### src/rtl/sm_reg_dump_tx.sv
`default_nettype none
// ============================================================================
//  Module      : sm_reg_dump_tx
//  Description : Register-dump transmitter. On a start request it walks the
//                debug register read port from address 0 to REG_COUNT-1 and
//                sends a sync header byte followed by every register value,
//                most-significant byte first, over a UART 8N1 TX line.
//  Revision    : 1.0 - initial release
// ============================================================================
module sm_reg_dump_tx #(
  parameter int         DATA_W       = 32,
  parameter int         ADDR_W       = 5,
  parameter int         REG_COUNT    = 32,
  parameter int         CLKS_PER_BIT = 434,
  parameter logic [7:0] HEADER       = 8'hA5
) (
  input  logic              clk,
  input  logic              rst_n,
  input  logic              start,
  output logic [ADDR_W-1:0] regAddr,
  input  logic [DATA_W-1:0] regData,
  output logic              tx,
  output logic              busy,
  output logic              done
);

  // Derived sizes and terminal counts
  localparam int C_BYTES = DATA_W / 8;
  localparam int C_CNT_W = $clog2(CLKS_PER_BIT + 1);
  localparam int C_BC_W  = $clog2(C_BYTES + 1);

  localparam logic [C_CNT_W-1:0] C_CNT_LAST = C_CNT_W'(CLKS_PER_BIT - 1);
  localparam logic [C_CNT_W-1:0] C_CNT_ONE  = C_CNT_W'(1);
  localparam logic [3:0]         C_BIT_STOP = 4'd9;
  localparam logic [3:0]         C_BIT_LAST_DATA = 4'd8;
  localparam logic [C_BC_W-1:0]  C_BC_FULL  = C_BC_W'(C_BYTES);
  localparam logic [C_BC_W-1:0]  C_BC_ONE   = C_BC_W'(1);
  localparam logic [ADDR_W-1:0]  C_ADDR_LAST = ADDR_W'(REG_COUNT - 1);
  localparam logic [ADDR_W-1:0]  C_ADDR_ONE  = ADDR_W'(1);

  typedef enum logic [2:0] {
    S_IDLE = 3'd0,
    S_HDR  = 3'd1,
    S_LOAD = 3'd2,
    S_BYTE = 3'd3,
    S_FIN  = 3'd4
  } state_t;

  state_t              r_state;
  state_t              w_next;
  logic [C_CNT_W-1:0]  r_clk_cnt;   // cycles elapsed within the current bit
  logic [3:0]          r_bit_idx;   // 0 = start, 1..8 = data LSB first, 9 = stop
  logic [C_BC_W-1:0]   r_byte_cnt;  // bytes of the current register still to send
  logic [DATA_W-1:0]   r_shreg;     // register snapshot, current byte in the top 8 bits
  logic [ADDR_W-1:0]   r_addr;

  logic                w_in_frame;
  logic                w_bit_end;
  logic                w_frame_end;
  logic                w_last_byte;
  logic                w_last_reg;
  logic [7:0]          w_cur_byte;
  logic [2:0]          w_data_sel;
  logic                w_tx;
  logic                w_busy;
  logic                w_done;

  assign w_in_frame  = (r_state == S_HDR) || (r_state == S_BYTE);
  assign w_bit_end   = (r_clk_cnt == C_CNT_LAST);
  assign w_frame_end = w_in_frame && w_bit_end && (r_bit_idx == C_BIT_STOP);
  assign w_last_byte = (r_byte_cnt == C_BC_ONE);
  assign w_last_reg  = (r_addr == C_ADDR_LAST);
  assign w_cur_byte  = (r_state == S_HDR) ? HEADER : r_shreg[DATA_W-1 -: 8];
  assign w_data_sel  = 3'(r_bit_idx - 4'd1);

  // State register; reset returns to IDLE immediately, even mid-frame
  always_ff @(posedge clk or negedge rst_n) begin
    if (!rst_n) begin
      r_state <= S_IDLE;
    end else begin
      r_state <= w_next;
    end
  end

  // Next-state decode and state-derived status outputs
  always_comb begin
    w_next = r_state;
    w_busy = 1'b0;
    w_done = 1'b0;
    case (r_state)
      S_IDLE: begin
        if (start) begin
          w_next = S_HDR;
        end
      end
      S_HDR: begin
        w_busy = 1'b1;
        if (w_frame_end) begin
          w_next = S_LOAD;
        end
      end
      S_LOAD: begin
        w_busy = 1'b1;
        w_next = S_BYTE;
      end
      S_BYTE: begin
        w_busy = 1'b1;
        if (w_frame_end && w_last_byte) begin
          w_next = w_last_reg ? S_FIN : S_LOAD;
        end
      end
      S_FIN: begin
        w_done = 1'b1;
        w_next = S_IDLE;
      end
      default: begin
        w_next = S_IDLE;
      end
    endcase
  end

  // Serial line value: start bit, 8 data bits LSB first, stop bit; idle high
  always_comb begin
    w_tx = 1'b1;
    if (w_in_frame) begin
      if (r_bit_idx == 4'd0) begin
        w_tx = 1'b0;
      end else if (r_bit_idx <= C_BIT_LAST_DATA) begin
        w_tx = w_cur_byte[w_data_sel];
      end
    end
  end

  // Bit timing: count cycles per bit and advance through the 10 bit slots;
  // frames run back to back because the index wraps straight to the start bit
  always_ff @(posedge clk or negedge rst_n) begin
    if (!rst_n) begin
      r_clk_cnt <= '0;
      r_bit_idx <= '0;
    end else if (w_in_frame) begin
      if (w_bit_end) begin
        r_clk_cnt <= '0;
        r_bit_idx <= (r_bit_idx == C_BIT_STOP) ? 4'd0 : r_bit_idx + 4'd1;
      end else begin
        r_clk_cnt <= r_clk_cnt + C_CNT_ONE;
      end
    end else begin
      r_clk_cnt <= '0;
      r_bit_idx <= '0;
    end
  end

  // Register snapshot at the end of LOAD, then shift out one byte per frame
  always_ff @(posedge clk or negedge rst_n) begin
    if (!rst_n) begin
      r_shreg    <= '0;
      r_byte_cnt <= '0;
    end else if (r_state == S_LOAD) begin
      r_shreg    <= regData;
      r_byte_cnt <= C_BC_FULL;
    end else if ((r_state == S_BYTE) && w_frame_end) begin
      r_shreg    <= r_shreg << 8;
      r_byte_cnt <= r_byte_cnt - C_BC_ONE;
    end
  end

  // Register address walk: step after each register's last byte, park at 0
  always_ff @(posedge clk or negedge rst_n) begin
    if (!rst_n) begin
      r_addr <= '0;
    end else begin
      case (r_state)
        S_BYTE: begin
          if (w_frame_end && w_last_byte) begin
            r_addr <= w_last_reg ? '0 : r_addr + C_ADDR_ONE;
          end
        end
        S_HDR, S_LOAD: begin
          r_addr <= r_addr;
        end
        default: begin
          r_addr <= '0;
        end
      endcase
    end
  end

  assign regAddr = r_addr;
  assign tx      = w_tx;
  assign busy    = w_busy;
  assign done    = w_done;

endmodule
`default_nettype wire

### config.mk
export PLATFORM = sky130hd
export DESIGN_NAME = sm_reg_dump_tx
export DESIGN_NICKNAME = d
export VERILOG_FILES = /design/src/rtl/sm_reg_dump_tx.sv
export SDC_FILE = /design/constraint.sdc
export NUM_CORES = 1
export LEC_CHECK = 0
export BUFFER_PORTS_ARGS = -buffer_cell sky130_fd_sc_hd__buf_2
export CAP_MARGIN = 15
export CORE_MARGIN = 1
export CORE_UTILIZATION = 56
export CTS_CLUSTER_DIAMETER = 200
export CTS_CLUSTER_SIZE = 14
export DETAILED_ROUTE_END_ITERATION = 8
export MAX_ROUTING_LAYER = met4
export PLACE_DENSITY = 0.79
export SETUP_SLACK_MARGIN = 0.02
export SYNTH_ARGS = -nofsm -noshare
export SYNTH_HDL_FRONTEND = slang
export SYNTH_SLANG_ARGS = --single-unit
### constraint.sdc
create_clock -name clk -period 2.5 [get_ports clk]
set_input_delay 0.375 -clock clk [delete_from_list [all_inputs] [get_ports clk]]
set_output_delay 0.375 -clock clk [all_outputs]
set_load 0.01 [all_outputs]
=== Word-level counts from Yosys, hierarchy flattened ===
Index checks and enable logic that the tools add are counted.

* Bits in registers: 56
* Bits of input ports: 35
* Word-level logic and storage cells: 63
* Output and inout bits: 8

* Reductions and logical operators: 12
* Mux-type cells: 25
* Add/sub/neg operators: 5
* Order comparisons: 2
* Bitwise gates (word level): 1
* Equal/unequal tests: 12

{| class="wikitable"
|+ Operators with widths
! cell !! number
|-
| 2-to-1 mux 32 bit || 2
|-
| 2-to-1 mux 3 bit || 6
|-
| 2-to-1 mux 9 bit || 2
|-
| 2-to-1 mux 4 bit || 3
|-
| case mux 3 bit (4 select lines) || 1
|-
| 2-to-1 mux 5 bit || 2
|-
| case mux 5 bit (2 select lines) || 1
|-
| adder 9 x 1 -> 9 bit, second input constant || 1
|-
| equality test 9 bit, second input constant || 1
|-
| 2-to-1 mux 8 bit || 1
|-
| equality test 3 x 1 -> 1 bit, second input constant || 2
|-
| equality test 3 x 2 -> 1 bit, second input constant || 2
|-
| 2-to-1 mux 1 bit || 6
|-
| subtractor 3 x 1 -> 3 bit, second input constant || 2
|-
| adder 5 x 1 -> 5 bit, second input constant || 1
|-
| equality test 5 bit, second input constant || 1
|-
| adder 4 x 1 -> 4 bit, second input constant || 1
|-
| equality test 4 bit, second input constant || 1
|-
| <= comparator 4 bit, second input constant || 1
|-
| logical AND 1 bit || 4
|-
| logical NOT 4 bit || 1
|-
| less-than comparator 3 x 4 -> 1 bit, second input constant || 1
|-
| inequality test 2 x 1 -> 1 bit, second input constant || 2
|-
| inequality test 2 bit, second input constant || 2
|-
| other kinds (10) || 10
|}

=== Logic depth before layout (Yosys ltp) ===
* Depth after elaboration: 7
* Mapped depth: 8
* Depth with buffers taken out: 7

=== Worst setup path before layout ===
OpenSTA, ideal clock, no wires.

* Path kind: register to output
* Start point: register r_bit_idx[0]
* End point: output port tx
* Required time: 2125 ps
* Setup slack: 180 ps
* Cell stages (with the launch flop): 8
* Data arrival time: 1945 ps
* Path buffers: 0
* Cell sequence: dfrtp_1 -> inv_1 -> ha_1 -> mux2_2 -> or3_1 -> a21o_1 -> o311ai_0 -> nand3_1

* Cells in the longest elaborated chain, start to end: 6
* Elaborated cells between the ends (all ways): 8
* Classes of those cells: add/sub: 1; order compare: 1; mux: 5; reduce/logical: 1

{| class="wikitable"
|+ RTL lines
! what !! line !! RTL
|-
| start: declaration || 52 || <nowiki>logic [3:0] r_bit_idx;</nowiki>
|-
| start signal: assignment || 143 || <nowiki>r_bit_idx <= (r_bit_idx == C_BIT_STOP) ? 4'd0 : r_bit_idx + 4'd1;</nowiki>
|-
| subtractor 3 x 1 -> 3 bit || 74 || <nowiki>assign w_data_sel = 3'(r_bit_idx - 4'd1);</nowiki>
|-
| binary-select mux 1 bit (select 3 bit) || 129 || <nowiki>w_tx = w_cur_byte[w_data_sel];</nowiki>
|-
| 2-to-1 mux 1 bit (not written as such) || 129 ||
|-
| 2-to-1 mux 1 bit || 128 || <nowiki>end else if (r_bit_idx <= C_BIT_LAST_DATA) begin</nowiki>
|-
| 2-to-1 mux 1 bit * || 126 || <nowiki>if (r_bit_idx == 4'd0) begin</nowiki>
|-
| 2-to-1 mux 1 bit * || 125 || <nowiki>if (w_in_frame) begin</nowiki>
|-
| end: declaration || 22 || <nowiki>output logic tx,</nowiki>
|}

Mark *: on every way between the ends. The rest lies on a longest branch, timed or not. The select of a mux whose other input is x is not followed.

=== Worst setup path after layout ===
* Start point: register r_bit_idx[1]
* End point: output port tx

The elaborated chain is that of the path after synthesis.

==> results.tsv <==
metric	value	unit
fill_cells	374	
antenna_found_initial	0	
cts_tree	done	
numCtsBuffers	5	
synthCells	277	
yosys_warnings	0	
setup_tns	0	ps
grt_pass1_vias	2020	
hold_viol	0	
cts-root-buf	clkbuf_8	
grt_first_pass_wirelength	8990	um
first_iter_violations	106	
syn_area	0.00282	sq mm
worst_pin_slew	657	ps
dr.pass1.iters	4	
path_cells	inv_2 -> ha_4 -> mux2_4 -> or3_1 -> a21o_1 -> o311ai_1 -> nand3_1 -> buf_2	
antennaDiodeCount	0	
multi_input_area	0.00136	sq mm
ys_async_sr_fraction	100	%
vdd.ir_drop.worst	0.000472	V
worstPathMaxFanout	3	
coreArea	0.00479	sq mm
ios	43	
io_buffers	42	
synth_ff_type	dfrtp_1	
wire_per_inst	13.9	um
insertion_delay	310	ps
max_freq	404	MHz
final_antenna_net_count	0	
wirelength	5470	um
status	completed	
worstHoldPathType	input pin to asynchronous set/reset pin	
cp_top_family	flip-flops	
avgSynthCellArea	10.2	sq um
ys_seq_elements	56	
worstPathRequired	2120	ps
final_nets	372	
slowest_delay	400	ps
criticalPathCategory	flip-flop to primary output	
drv_slew	0	
die_w	72.9	um
relSlewSlack	56.2	%
cp_slowest_cell	dfrtp_1	
final_layout_size_suffix_gt1_share	22.6	%
grt.total_usage	22.8	%
clkTransAtPathRegs	110	ps
ys_types	41	
finalSetupViolCount	0	
whs	81.3	ps
cts_buffer_depth	2	
grt_max_degree	52	
finalWeightedCongestion	0.876	
initial_core_util	58.8	%
viasPerCell	5.46	
die_h	72.9	um
rsz0062_at_grt	yes	
cp_num_buf_inv	2	
startpoint_type	flip-flop	
period_share	99.0	%
arrival	2100	ps
power.leakage	1.54	nW
rows	25	
syn_to_final_growth	16.7	%
gr-total-overflow	0	
synth-seq-area-share	49.8	%
die-area	0.00531	sq mm
power_density	514	mW/mm^2
fin_crit	2470	ps
h-tree-depth	2	
dpl.hpwl	3670	um
synth_nets	323	
seq_area	0.00140	sq mm
fin_skew	12.6	ps
cts_sinks	56	
vias	2151	
drc	0	
crit_path_end_kind	primary output	
synth_edf_count	0	
max_cap_violations	0	
## timing repair
action | CTS | global route
buffers inserted | 3 | 2
hold buffers | 0 | 0
pin swaps | 3 | 3
setup endpoints to repair | 1 | 33
cloned | 0 | 1
resized for setup | 4 | 2
## cells in the final DEF (no fill, tap or decap), drive strengths merged, types with 3 or more instances in the layout
master,instances
xor2,4
ha,11
nor3b,3
inv,8
a22o,9
xnor2,4
a21oi,4
mux2i,26
nand2b,4
and3,4
nor2,19
o21ai,36
nand3,8
or3,4
nor3,5
nand2,34
clkbuf,5
buf,55
dfrtp,56
## sequential cells by signal, summed over array words and instances (netlist names)
signal      flops
r_shreg        32
r_clk_cnt       9
regAddr         5
r_bit_idx       4
r_byte_cnt      3
r_state         3
## metal layers
layer / vias to the layer above / wire length (um) / GRT usage [%]
li1: 1074 / - / -
met1: 1021 / 2560 / 29.7
met2: 48 / 2630 / 37.6
met3: 8 / 207 / 3.73
met4: 0 / 77 / 5.23
met5: - / 0 / -
## worst register-to-register path: stages (launching register included)
cell	delay (ps)
dfrtp_1	440
or4b_1	660
nor4_4	530
buf_4	260
mux2i_1	220
o21ai_0	90
## cells in the mapped netlist, types with 3 or more instances
library cell / instances / share of area [%]
clkbuf_1: 5 / 0.67
inv_1: 7 / 0.93
and3_1: 4 / 0.89
mux2i_1: 26 / 9.2
dfrtp_1: 56 / 50
xor2_1: 4 / 1.2
o21ai_1: 25 / 4.4
a21oi_1: 4 / 0.71
ha_1: 11 / 4.9
a22o_1: 9 / 2.8
nand3_1: 8 / 1.4
or3_1: 4 / 0.89
xnor2_1: 4 / 1.2
nor3_1: 5 / 0.89
buf_2: 6 / 1.1
nand2_1: 34 / 4.5
nor2_1: 17 / 2.3
o21ai_0: 11 / 2.0
nor3b_1: 3 / 0.80
nand2b_1: 4 / 0.89
## where the power goes
group	internal, mW	switching, mW	leakage (nW)
sequential	0.960	0.0595	0.638
clock	0.202	0.299	0.0485
combinational	0.0809	0.0886	0.856
total	1.24	0.447	1.54
## final cells by class
| class | instances | area share (%) |
|---|---|---|
| Clock buffer | 5 | 2.09 |
| Sequential cell | 56 | 42.7 |
| Multi-Input combinational cell | 201 | 41.5 |
| Timing Repair Buffer | 55 | 9.75 |
| Clock inverter | 3 | 0.685 |
| Inverter | 7 | 0.800 |
| Tap cell | 67 | 2.55 |
## cell families (layout without fill, tap and decap cells)
family	Yosys count	in the layout	share of synthesized area (%)
simple gates	92	93	16.2
compound gates	61	61	13.2
fa+ha+maj	11	11	4.89
flops	56	56	49.8
buf+inv	21	70	3.33
xor+xnor	8	8	2.49
mux	28	28	10.0
## stage by stage
stage	power, mW	instance area, sq um	util (%)	setup slack, ps	cells
after CTS	1.70	3250	68.0	-6.28	391
after global placement	1.19	3120	65.3	197	380
final	1.69	3290	68.7	26.1	394
after detailed placement	1.20	3120	65.3	157	380
after floorplan	1.12	2820	-	180	277
after global routing	1.77	3290	68.7	-33.7	394
## path summary, 6_finish.rpt
kind | start | to | slack [ps] | cells after the start
min in group clk | regData[8] | r_shreg[8] | 270 | 3
hold reg to reg | r_shreg[18] | r_shreg[18] | 490 | 2
max in group asynchronous | rst_n | r_shreg[24] | 1760 | 2
setup reg to reg | r_clk_cnt[3] | r_shreg[8] | 190 | 5
hold / removal | rst_n | r_clk_cnt[0] | 80 | 1
setup / recovery | r_bit_idx[1] | tx | 30 | 8
No activity file was read; power rests on OpenSTA's default activity.
